==> src/rtl/pipe_hazard_ctrl.sv <==
// Stall/flush sequencer for the 5-stage pipeline with a D-mem wait watchdog.
// Optional performance counters are enabled by defining PIPE_PERF_CNT_EN.
module pipe_hazard_ctrl #(
    parameter int DMEM_MAX_WAIT = 16
) (
    input  logic        clk,
    input  logic        rst,
    input  logic        imem_stall,
    input  logic        dmem_stall,
    input  logic        idex_MemRead,
    input  logic [3:0]  idex_RegRd,
    input  logic [3:0]  ifid_RegRs,
    input  logic [3:0]  ifid_RegRt,
    input  logic        branch_taken,
    input  logic        memwb_halt,
    output logic        pc_wen,
    output logic        ifid_wen,
    output logic        idex_wen,
    output logic        exmem_wen,
    output logic        memwb_wen,
    output logic        ifid_flush,
    output logic        idex_flush,
    output logic        halted,
    output logic        mem_err,
    output logic [15:0] stall_cycles,
    output logic [15:0] flush_count
);

    // state | meaning
    // RUN   | normal issue, hazard decode active
    // DWAIT | pipeline frozen waiting on data memory, watchdog counting
    // HALT  | terminal until rst (HLT retired or watchdog expired)
    typedef enum logic [1:0] {
        RUN   = 2'd0,
        DWAIT = 2'd1,
        HALT  = 2'd2
    } state_t;

    localparam logic [7:0] MAX_WAIT = 8'(DMEM_MAX_WAIT);

    state_t     state_q, state_d;
    logic [7:0] wcnt_q, wcnt_d;
    logic       halted_q, halted_d;
    logic       mem_err_q, mem_err_d;
    logic       lu;

    assign lu = idex_MemRead && (idex_RegRd != 4'd0) &&
                ((idex_RegRd == ifid_RegRs) || (idex_RegRd == ifid_RegRt));

    always_ff @(posedge clk) begin
        if (rst) begin
            state_q   <= RUN;
            wcnt_q    <= 8'd0;
            halted_q  <= 1'b0;
            mem_err_q <= 1'b0;
        end else begin
            state_q   <= state_d;
            wcnt_q    <= wcnt_d;
            halted_q  <= halted_d;
            mem_err_q <= mem_err_d;
        end
    end

    always_comb begin
        state_d   = state_q;
        wcnt_d    = wcnt_q;
        halted_d  = halted_q;
        mem_err_d = mem_err_q;
        case (state_q)
            RUN: begin
                if (memwb_halt) begin
                    state_d  = HALT;
                    halted_d = 1'b1;
                end else if (dmem_stall) begin
                    state_d = DWAIT;
                    wcnt_d  = 8'd1;
                end
            end
            DWAIT: begin
                if (!dmem_stall) begin
                    state_d = RUN;
                    wcnt_d  = 8'd0;
                end else if (wcnt_q < MAX_WAIT) begin
                    wcnt_d = wcnt_q + 8'd1;
                end else begin
                    state_d   = HALT;
                    mem_err_d = 1'b1;
                    halted_d  = 1'b1;
                end
            end
            HALT: begin
                state_d = HALT;
            end
            default: begin
                state_d = RUN;
                wcnt_d  = 8'd0;
            end
        endcase
    end

    always_comb begin
        pc_wen     = 1'b1;
        ifid_wen   = 1'b1;
        idex_wen   = 1'b1;
        exmem_wen  = 1'b1;
        memwb_wen  = 1'b1;
        ifid_flush = 1'b0;
        idex_flush = 1'b0;
        if (!rst) begin
            case (state_q)
                RUN: begin
                    if (memwb_halt || dmem_stall) begin
                        pc_wen    = 1'b0;
                        ifid_wen  = 1'b0;
                        idex_wen  = 1'b0;
                        exmem_wen = 1'b0;
                        memwb_wen = 1'b0;
                    end else if (lu) begin
                        // ID is held, so a branch in ID re-resolves next cycle
                        pc_wen     = 1'b0;
                        ifid_wen   = 1'b0;
                        idex_flush = 1'b1;
                    end else if (branch_taken) begin
                        ifid_flush = 1'b1;
                        pc_wen     = !imem_stall;
                    end else if (imem_stall) begin
                        pc_wen     = 1'b0;
                        ifid_flush = 1'b1;
                    end
                end
                DWAIT: begin
                    // The cycle dmem_stall drops the access completes, so the
                    // pipeline is released; hazard decode resumes next cycle.
                    if (dmem_stall) begin
                        pc_wen    = 1'b0;
                        ifid_wen  = 1'b0;
                        idex_wen  = 1'b0;
                        exmem_wen = 1'b0;
                        memwb_wen = 1'b0;
                    end
                end
                default: begin
                    pc_wen    = 1'b0;
                    ifid_wen  = 1'b0;
                    idex_wen  = 1'b0;
                    exmem_wen = 1'b0;
                    memwb_wen = 1'b0;
                end
            endcase
        end
    end

    assign halted  = halted_q;
    assign mem_err = mem_err_q;

`ifdef PIPE_PERF_CNT_EN
    logic [15:0] stall_cycles_q, stall_cycles_d;
    logic [15:0] flush_count_q, flush_count_d;

    always_comb begin
        stall_cycles_d = stall_cycles_q;
        flush_count_d  = flush_count_q;
        if (state_q != HALT) begin
            if (!pc_wen && (stall_cycles_q != 16'hFFFF))
                stall_cycles_d = stall_cycles_q + 16'd1;
            if ((ifid_flush || idex_flush) && (flush_count_q != 16'hFFFF))
                flush_count_d = flush_count_q + 16'd1;
        end
    end

    always_ff @(posedge clk) begin
        if (rst) begin
            stall_cycles_q <= 16'd0;
            flush_count_q  <= 16'd0;
        end else begin
            stall_cycles_q <= stall_cycles_d;
            flush_count_q  <= flush_count_d;
        end
    end

    assign stall_cycles = stall_cycles_q;
    assign flush_count  = flush_count_q;
`else
    assign stall_cycles = 16'h0;
    assign flush_count  = 16'h0;
`endif

endmodule

==> config.mk <==
export PLATFORM = sky130hd
export DESIGN_NAME = pipe_hazard_ctrl
export DESIGN_NICKNAME = d
export VERILOG_FILES = /design/src/rtl/pipe_hazard_ctrl.sv
export SDC_FILE = /design/constraint.sdc
export NUM_CORES = 1
export LEC_CHECK = 0
export ABC_AREA = 1
export CELL_PAD_IN_SITES_DETAIL_PLACEMENT = 0
export CELL_PAD_IN_SITES_GLOBAL_PLACEMENT = 1
export CORE_MARGIN = 5
export CORE_UTILIZATION = 26
export DETAILED_ROUTE_END_ITERATION = 16
export GPL_ROUTABILITY_DRIVEN = 0
export PLACE_DENSITY = 0.82
export SLEW_MARGIN = 20
export SYNTH_ARGS = -nofsm -noshare
export SYNTH_HDL_FRONTEND = slang
export SYNTH_SLANG_ARGS = --single-unit
==> constraint.sdc <==
create_clock -name clk -period 2.1 [get_ports clk]
set_clock_uncertainty 0.1 [all_clocks]
set_input_delay 0.315 -clock clk [delete_from_list [all_inputs] [get_ports clk]]
set_output_delay 0.315 -clock clk [all_outputs]
set_load 0.02 [all_outputs]
After elaboration in Yosys (flattened, before gate mapping)
Index checks and enable logic that the tools add are counted.
{ "classes": {"muxes": 38, "n_bitwise": 2, "n_eq_ne": 12, "addsub": 1, "n_lt_le_gt_ge": 1, "n_reduce_logical": 12} }
{ "ops": {"columns": ["operator", "n"], "rows": [
  ["8-bit 2-to-1 mux", 4],
  ["1-bit 2-to-1 mux", 24],
  ["8-bit case mux with 3 select lines", 1],
  ["2-bit inequality test (second input constant)", 5],
  ["3-bit inequality test (second input constant)", 3],
  ["8-bit by 1-bit adder with 8-bit output (second input constant)", 1],
  ["4-bit == test", 2],
  ["8-bit by 5-bit < comparator with 1-bit output (second input constant)", 1],
  ["2-bit 2-to-1 mux", 4],
  ["1-bit case mux with 2 select lines", 4],
  ["4-bit AND reduction", 2],
  ["2-bit case mux with 3 select lines", 1],
  ["4-bit nonzero test", 1],
  ["3-bit AND reduction", 1],
  ["2-bit by 1-bit == test with 1-bit output (second input constant)", 1],
  ["2-bit == test (second input constant)", 1],
  ["1-bit logical AND", 2],
  ["2-bit logical NOT", 1],
  ["1-bit logical OR", 2],
  ["1-bit NOT", 2],
  ["2-bit AND reduction", 1],
  ["2-bit nonzero test", 1],
  ["1-bit logical NOT", 1]
]} }
{ "totals": {"input_bits": 19, "output_inout_bits": 41, "word_cells": 70, "regBits": 12} }

Logic depth before layout (Yosys ltp)
Gate-level depths: netlist of run 1.
{ "depth": {"word_depth": 7, "mapped_depth": 9, "mapped_depth_nobuf": 9} }

Least setup slack after synthesis of run 1
Ideal clock, no wire load.
{ "synth_path": {"kind": "register -> output", "start": "reg state_q[1]", "end": "out ifid_flush", "path_buffers": 0, "path_stages_with_launch": 8, "required_time_ns": 1.685, "slack_ns": 0.459, "t_arrival_ns": 1.226, "cell_sequence": "dfxtp_1 > inv_1 > nand2_2 > nor2_2 > nand2_1 > inv_2 > o211ai_1 > a21oi_1"} }
{ "synth_between": {"elab_chain_cells": 3} }
{ "synth_lines": {"columns": ["element", "line", "rtl"], "rows": [
  ["from (decl)", "41", "state_t state_q, state_d;"],
  ["from (signal assigned)", "57", "state_q <= state_d;"],
  ["2-bit logical NOT", "110", "case (state_q)"],
  ["1-bit 2-to-1 mux", "110", null],
  ["1-bit 2-to-1 mux", "109", "if (!rst) begin"],
  ["to (decl)", "21", "output logic ifid_flush,"]
]} }
No other way between the ends.

Worst setup path in the final report of run 1
{ "layout_path": {"start": "in dmem_stall", "end": "out idex_wen"} }
{ "layout_between": {"elab_chain_cells": 4, "word_cells_on_any_way": 5, "classes_between": "mux: 4; reduce/logical: 1"} }
{ "layout_lines": {"columns": ["element", "line", "rtl"], "rows": [
  ["from (decl)", "9", "input logic dmem_stall,"],
  ["1-bit logical OR", "112", "if (memwb_halt || dmem_stall) begin"],
  ["1-bit 2-to-1 mux", "112", null],
  ["1-bit case mux with 2 select lines *", "110", null],
  ["1-bit 2-to-1 mux *", "109", null],
  ["to (decl)", "18", "output logic idex_wen,"]
]} }
Every way passes the cells marked *; elsewhere a longest branch is shown, timed or not.

==> summary.md, run 1 <==
| Metric | Value |
|---|---|
| CP startpoint kind | `primary input` |
| Core region area | `3744 um^2` |
| Vias | `971` |
| Min Tclk post-route | `1981 ps` |
| Initial DRC count | `18` |
| Average vias per placed instance | `3.823` |
| WL per Instance | `8.724 um` |
| Hold buffer count at cts | `0` |
| Num CTS Buffers | `3` |
| Peak VDD IR | `346.5 uV` |
| Port Buf Inserts | `27` |
| Detailed placement HPWL | `1905 um` |
| Commonest non-fill, non-tap cell in the layout | `nand2_1` |
| CTS Sinks | `12` |
| Part of the cycle the worst path needs | `94.33%` |
| Die Y | `72.93 um` |
| Setup violations, final | `0` |
| Most frequent cells in the layout | `45 x nand2_1, 32 x conb_1, 24 x inv_1` |
| TritonCTS clock tree | `yes` |
| GRT Resource Usage Total | `7.830%` |
| Depth of the CTS H-tree | `1` |
| Slew Limit Fails | `0` |
| Pwr/cell area | `549.1 nW/um^2` |
| Diode count | `0` |
| Leading area contributor after synthesis | `buf_4` |
| Dpl cell area | `1299 um^2` |
| Max Fclk | `504.8 MHz` |
| P_leak | `0.7265 nW` |
| I/O pins | `60` |
| Fin util | `36.00%` |
| Max-cap violations | `0` |
| Number of global-route vias before repair | `853` |
| Critical Path RT | `1680 ps` |
| # DRC | `0` |
| Die area | `5319 um^2` |
| Hold Fails Final Rpt | `0` |
| Worst Path Max Fanout | `3` |
| First-pass GRT wire length | `3408 um` |
| Status | `finished, final reports clean` |
| Largest net degree at the start of global routing | `9` |
| Row count | `22` |
| Yosys top cell area share | `24.79%` |
| Die width | `72.93 um` |
| Worst setup EP type | `output pin` |
| Syn_area_per_cell | `6.129 um^2` |
| Yosys cell types | `22` |
| Kind of critical path | `primary input to output pin` |
| Netlist Area Pre-Place | `1030 um^2` |
| Final Worst Setup Slack | `119.1 ps` |
| # nets final | `227` |
| Post-Syn Instances | `168` |
| Worst path arrival time | `1570 ps` |
| Number of setup buffers added after CTS | `0` |
| Sequential-to-total area share from yosys stat | `23.33%` |
| Pre-antenna DRT Iters | `4` |
| Grt ovf | `0` |
| Overall power consumption | `740.0 uW` |
| Tightest Hold Check Type | `register to register` |
| Antenna Nets Post-Route | `0` |
| Ys Warns | `0` |
| Clock root cell | `clkbuf_8` |
| Area grow syn2layout | `30.86%` |
| Clock Path Buffers | `2` |
| WL final | `2216 um` |
| Clk_lat worst skew | `230 ps` |
| Layout cell share with drive strength beyond 1 | `14.56%` |
| Hold_ws | `337.7 ps` |
| Initial Util | `27.51%` |
| DP Worst Slack | `-418.9 ps` |
| Top cells by area, synth | `buf_4 25%, dfxtp_1 23%, nand2_1 17%` |
| Clock transition at the registers of the reported paths | `50 ps` |
| Initial antenna violation count | `0` |
| Finished Cell Area | `1348 um^2` |
| Flop2flop setup slack | `760 ps` |
| Synthesis-stage register bit count | `12` |
| Unrepaired setup endpoints after global routing | `yes` |
worst paths after layout:
path                                start  cells after the start                     end
setup / recovery               dmem_stall                      6                idex_wen
hold / removal     wcnt_q[6]$_SDFFE_PP0P_                      2  wcnt_q[6]$_SDFFE_PP0P_
setup reg to reg  state_q[1]$_SDFFE_PP0P_                      8  wcnt_q[0]$_SDFFE_PP0P_
hold reg to reg    wcnt_q[6]$_SDFFE_PP0P_                      2  wcnt_q[6]$_SDFFE_PP0P_
worst max-delay path: stages:
cell and delay [ps]:
clkdlybuf4s50_1 430, nor2_2 130, nand2_1 120, buf_4 150, nand2_1 80, dlygate4sd2_1 340
repair_timing:
item / in CTS / in global routing
gates resized for setup: 16 / 10
setup endpoints to repair: 7 / 7
pin swaps: 0 / 0
hold endpoints to repair: 0 / 0
report_power, final:
part	internal (mW)	switching, mW
logic	0.0944	0.157
clock network	0.165	0.0794
registers	0.238	0.00566
layout make-up:
class / instances / area (um^2)
Tap cell: 48 / 60.06
Timing Repair Buffer: 38 / 336.6
Fill cell: 441 / 2396
Clock buffer: 4 / 55.05
Sequential cell: 12 / 240.2
Multi-Input combinational cell: 125 / 554.3
Inverter: 27 / 101.3
cells in the mapped netlist:
cell type,n
o21a_1,1
nand4_1,2
nand2_1,47
a21oi_1,9
nand2_4,1
buf_4,34
a31oi_1,1
nand2_2,2
nor2_4,1
buf_2,1
conb_1,1
nand3_1,7
dfxtp_1,12
ha_1,1
o21ai_1,1
nor2_1,12
o21ai_0,3
o211ai_1,1
nor3_1,3
nor2_2,1
inv_1,25
inv_2,2
state kept, by name, summed over array words and instances, names as in the netlist:
signal and flops:
wcnt_q 8, mem_err 1, halted 1, state_q 2
layer usage:
layer	global-route usage (%)	wire length, um
met3	1.377	133
met1	9.720	995
met5	0	0
met4	3.074	14
met2	13.33	1072
per-stage QoR:
step                      setup TNS [ps]  instances
final                                  0        254
after global routing              -88.63        254
after CTS                              0        254
after detailed placement           -1808        250
after global placement             -1790        250
after floorplan                        0        199
cell families (layout without fill, tap and decap cells):
| family | count (synthesis) | after routing | synth area share (%) |
|---|---|---|---|
| other | 1 | 32 | 0.3642 |
| adder cells (fa/ha/maj) | 1 | 1 | 1.215 |
| buffers and inverters | 62 | 69 | 35.11 |
| AO/OA/AOI/OAI | 16 | 16 | 8.384 |
| AND/OR/NAND/NOR | 76 | 76 | 31.59 |
| flip-flops | 12 | 12 | 23.33 |
Power figures use the tool's default switching activity.
==> run 2: changes to the inputs <==
--- a/config.mk
+++ b/config.mk
@@ -12,7 +12,7 @@
 export CORE_UTILIZATION = 26
 export DETAILED_ROUTE_END_ITERATION = 16
 export GPL_ROUTABILITY_DRIVEN = 0
-export PLACE_DENSITY = 0.82
+export PLACE_DENSITY = 0.87
 export SLEW_MARGIN = 20
 export SYNTH_ARGS = -nofsm -noshare
 export SYNTH_HDL_FRONTEND = slang
==> summary.md, run 2 (synthesis gave the netlist of run 1 again) <==
| Metric | Value |
|---|---|
| Status | `finished, final reports clean (unchanged)` |
| Clk_lat worst skew | `230 ps (about the same)` |
| Unrepaired setup endpoints after global routing | `yes (unchanged)` |
| Slew Limit Fails | `0 (unchanged)` |
| CTS Sinks | `12 (unchanged)` |
| Hold depth | `2 (unchanged)` |
| I/O pins | `60 (unchanged)` |
| Hold Fails Final Rpt | `0 (unchanged)` |
| Critical Path RT | `1680 ps (about the same)` |
| # fillers | `443 (was 441)` |
| Flop2flop setup slack | `710 ps (was 760 ps)` |
| Port Buf Inserts | `27 (unchanged)` |
| Min Tclk post-route | `2001 ps (was 1981 ps)` |
| Hold path start | `wcnt_q[7]$_SDFFE_PP0P_ (was wcnt_q[6]$_SDFFE_PP0P_)` |
| Worst reg-to-reg path cell count | `7 (was 8)` |
| Max-cap violations | `0 (unchanged)` |
| Worst R2R End | `state_q[1]$_SDFFE_PP0P_ (was wcnt_q[0]$_SDFFE_PP0P_)` |
| Layout cell share with drive strength beyond 1 | `14.08% (was 14.56%)` |
| Number of setup buffers added after CTS | `0 (unchanged)` |
| Peak VDD IR | `334.5 uV (was 346.5 uV)` |
| Crit-path slowest cell | `clkdlybuf4s50_1 (unchanged)` |
| Antenna Nets Post-Route | `0 (unchanged)` |
| Worst path max stage delay | `450 ps (was 430 ps)` |
| Initial DRC count | `27 (was 18)` |
| # nets final | `228 (was 227)` |
| Grt ovf | `0 (unchanged)` |
| Net Sw Frac | `34.24% (was 32.73%)` |
| Detailed placement HPWL | `1865 um (was 1905 um)` |
| Largest net degree at the start of global routing | `9 (unchanged)` |
| Clock root cell | `clkbuf_8 (unchanged)` |
| Reg power frac | `34.9% (was 33.0%)` |
| Vias | `962 (was 971)` |
| Max Fclk | `499.7 MHz (was 504.8 MHz)` |
| Comb pwr share | `36.3% (was 34.0%)` |
| Setup violations, final | `0 (unchanged)` |
| Kind of critical path | `primary input to output pin (unchanged)` |
| Endpoint, Worst Hold | `wcnt_q[7]$_SDFFE_PP0P_ (was wcnt_q[6]$_SDFFE_PP0P_)` |
| Core region area | `3744 um^2 (unchanged)` |
| Initial Util | `27.51% (unchanged)` |
| Hold buffer count at cts | `0 (unchanged)` |
| Die width | `72.93 um (unchanged)` |
| Depth of the CTS H-tree | `1 (unchanged)` |
| TritonCTS clock tree | `yes (unchanged)` |
| Average vias per placed instance | `3.787 (was 3.823)` |
| Die Y | `72.93 um (unchanged)` |
| Clock transition at the registers of the reported paths | `50 ps (about the same)` |
| CP startpoint kind | `primary input (unchanged)` |
| Critical path, cell by cell | `clkdlybuf4s50_1 > buf_4 > o21ai_0 > inv_1 > nand2_1 > dlygate4sd2_1 (was clkdlybuf4s50_1 > nor2_2 > nand2_1 > buf_4 > nand2_1 > dlygate4sd2_1)` |
| Die area | `5319 um^2 (unchanged)` |
| Reg-to-Reg Start | `state_q[1]$_SDFFE_PP0P_ (unchanged)` |
| Clock share of power | `28.8% (was 33.1%)` |
| Worst path arrival time | `1590 ps (was 1570 ps)` |
| Initial antenna violation count | `0 (unchanged)` |
| Finished Cell Area | `1340 um^2 (was 1348 um^2)` |
| # DRC | `0 (unchanged)` |
| Top reg by flops | `wcnt_q (unchanged)` |
| Row count | `22 (unchanged)` |
| Part of the cycle the worst path needs | `95.29% (was 94.33%)` |
| Most frequent cells in the layout | `45 x nand2_1, 32 x conb_1, 24 x inv_1 (unchanged)` |
| Diode count | `0 (unchanged)` |
| GRT Resource Usage Total | `8.002% (was 7.830%)` |
| Worst setup EP type | `output pin (unchanged)` |
| Worst Path Max Fanout | `3 (unchanged)` |
| Overall power consumption | `698.6 uW (was 740.0 uW)` |
| Switching power total | `239.2 uW (was 242.2 uW)` |
| Commonest non-fill, non-tap cell in the layout | `nand2_1 (unchanged)` |
| Worst Path Buf+Inv | `4 (was 3)` |
| Clock Path Buffers | `2 (unchanged)` |
| First-pass GRT wire length | `3436 um (was 3408 um)` |
| Number of global-route vias before repair | `845 (was 853)` |
| Largest regs | `wcnt_q x8, state_q x2 (unchanged)` |
| Tightest Hold Check Type | `register to register (unchanged)` |
| Area grow syn2layout | `30.13% (was 30.86%)` |
| P_leak | `0.7428 nW (was 0.7265 nW)` |
| CP delay by family, top | `buffers and inverters (unchanged)` |
| Pre-antenna DRT Iters | `5 (was 4)` |
| WL per Instance | `8.661 um (was 8.724 um)` |
| Pint | `459.4 uW (was 497.8 uW)` |
| Hold_ws | `336.7 ps (was 337.7 ps)` |
| WL final | `2200 um (was 2216 um)` |
| Num CTS Buffers | `3 (unchanged)` |
| Max reg flops | `8 (unchanged)` |
| Pwr/cell area | `521.4 nW/um^2 (was 549.1 nW/um^2)` |
| Dpl cell area | `1306 um^2 (was 1299 um^2)` |
==> run 2: cell types whose count changed in the layout (fill, tap and decap cells not counted) <==
cell / change
dlymetal6s2s_1: +2
clkdlybuf4s15_1: +1
nor3_1: +1
nor3_2: -1
clkbuf_8: -1
clkdlybuf4s50_1: -2
dlygate4sd2_1: -1
clkbuf_2: -1
buf_2: +2
==> run 2: power groups by stage <==
stage	registers, mW	logic, mW	clock network [mW]
after floorplan	0.252	0.203	0
after global placement	0.248	0.260	0
after detailed placement	0.248	0.260	0
after CTS	0.244	0.254	0.208
after global routing	0.245	0.282	0.223
final	0.244	0.254	0.201
==> run 2: cell type report <==
class,instances,area [um^2],area share [%]
Timing Repair Buffer,39,347.8,25.96
Clock buffer,3,41.29,3.081
Tap cell,48,60.06,4.482
Inverter,27,101.3,7.563
Sequential cell,12,240.2,17.93
Multi-Input combinational cell,125,549.3,40.99
==> run 2: worst register-to-register path: cells and delay by family (launching register included) <==
kind                   cells  cell delay [ps]
and+or+nand+nor            4              470
buffers and inverters      2              200
DFF                        1              330
AOI/OAI and AO/OA          1              210
==> run 2: worst max path at each step <==
stage                       startpoint    endpoint  slack, ps  depth (start not counted)
2_1_floorplan  state_q[1]$_SDFFE_PP0P_  ifid_flush        460                          7
3_3_place_gp             idex_RegRd[1]  idex_flush       -420                          8
3_5_place_dp             idex_RegRd[0]  idex_flush       -420                         10
4_1_cts                  idex_RegRd[0]  idex_flush         40                         10
5_1_grt                     dmem_stall   memwb_wen        -10                          6
6_report                    dmem_stall   memwb_wen        100                          6
==> run 2: timing repair <==
item,CTS,global route
gates resized for setup,19,9
pin swaps,0,1
cloned,0,0
endpoints found under the setup margin,7,7
==> run 2: through the flow <==
stage	util, %	worst slack, ps	setup TNS, ps	cells
finish	35.80	98.84	0	254
global route	35.80	-11.11	-21.06	254
CTS	35.53	35.31	0	254
detailed placement	34.89	-419.0	-2084	251
global placement	34.89	-417.2	-2129	251
floorplan	-	458.9	0	199
==> run 2: layer usage <==
metal,GRT usage [%],up-vias,part of all wire (%)
met2,13.33,40,47
met3,1.791,4,9.6
li1,-,520,-
met4,3.074,0,1.2
met1,9.975,398,42
met5,0,-,0
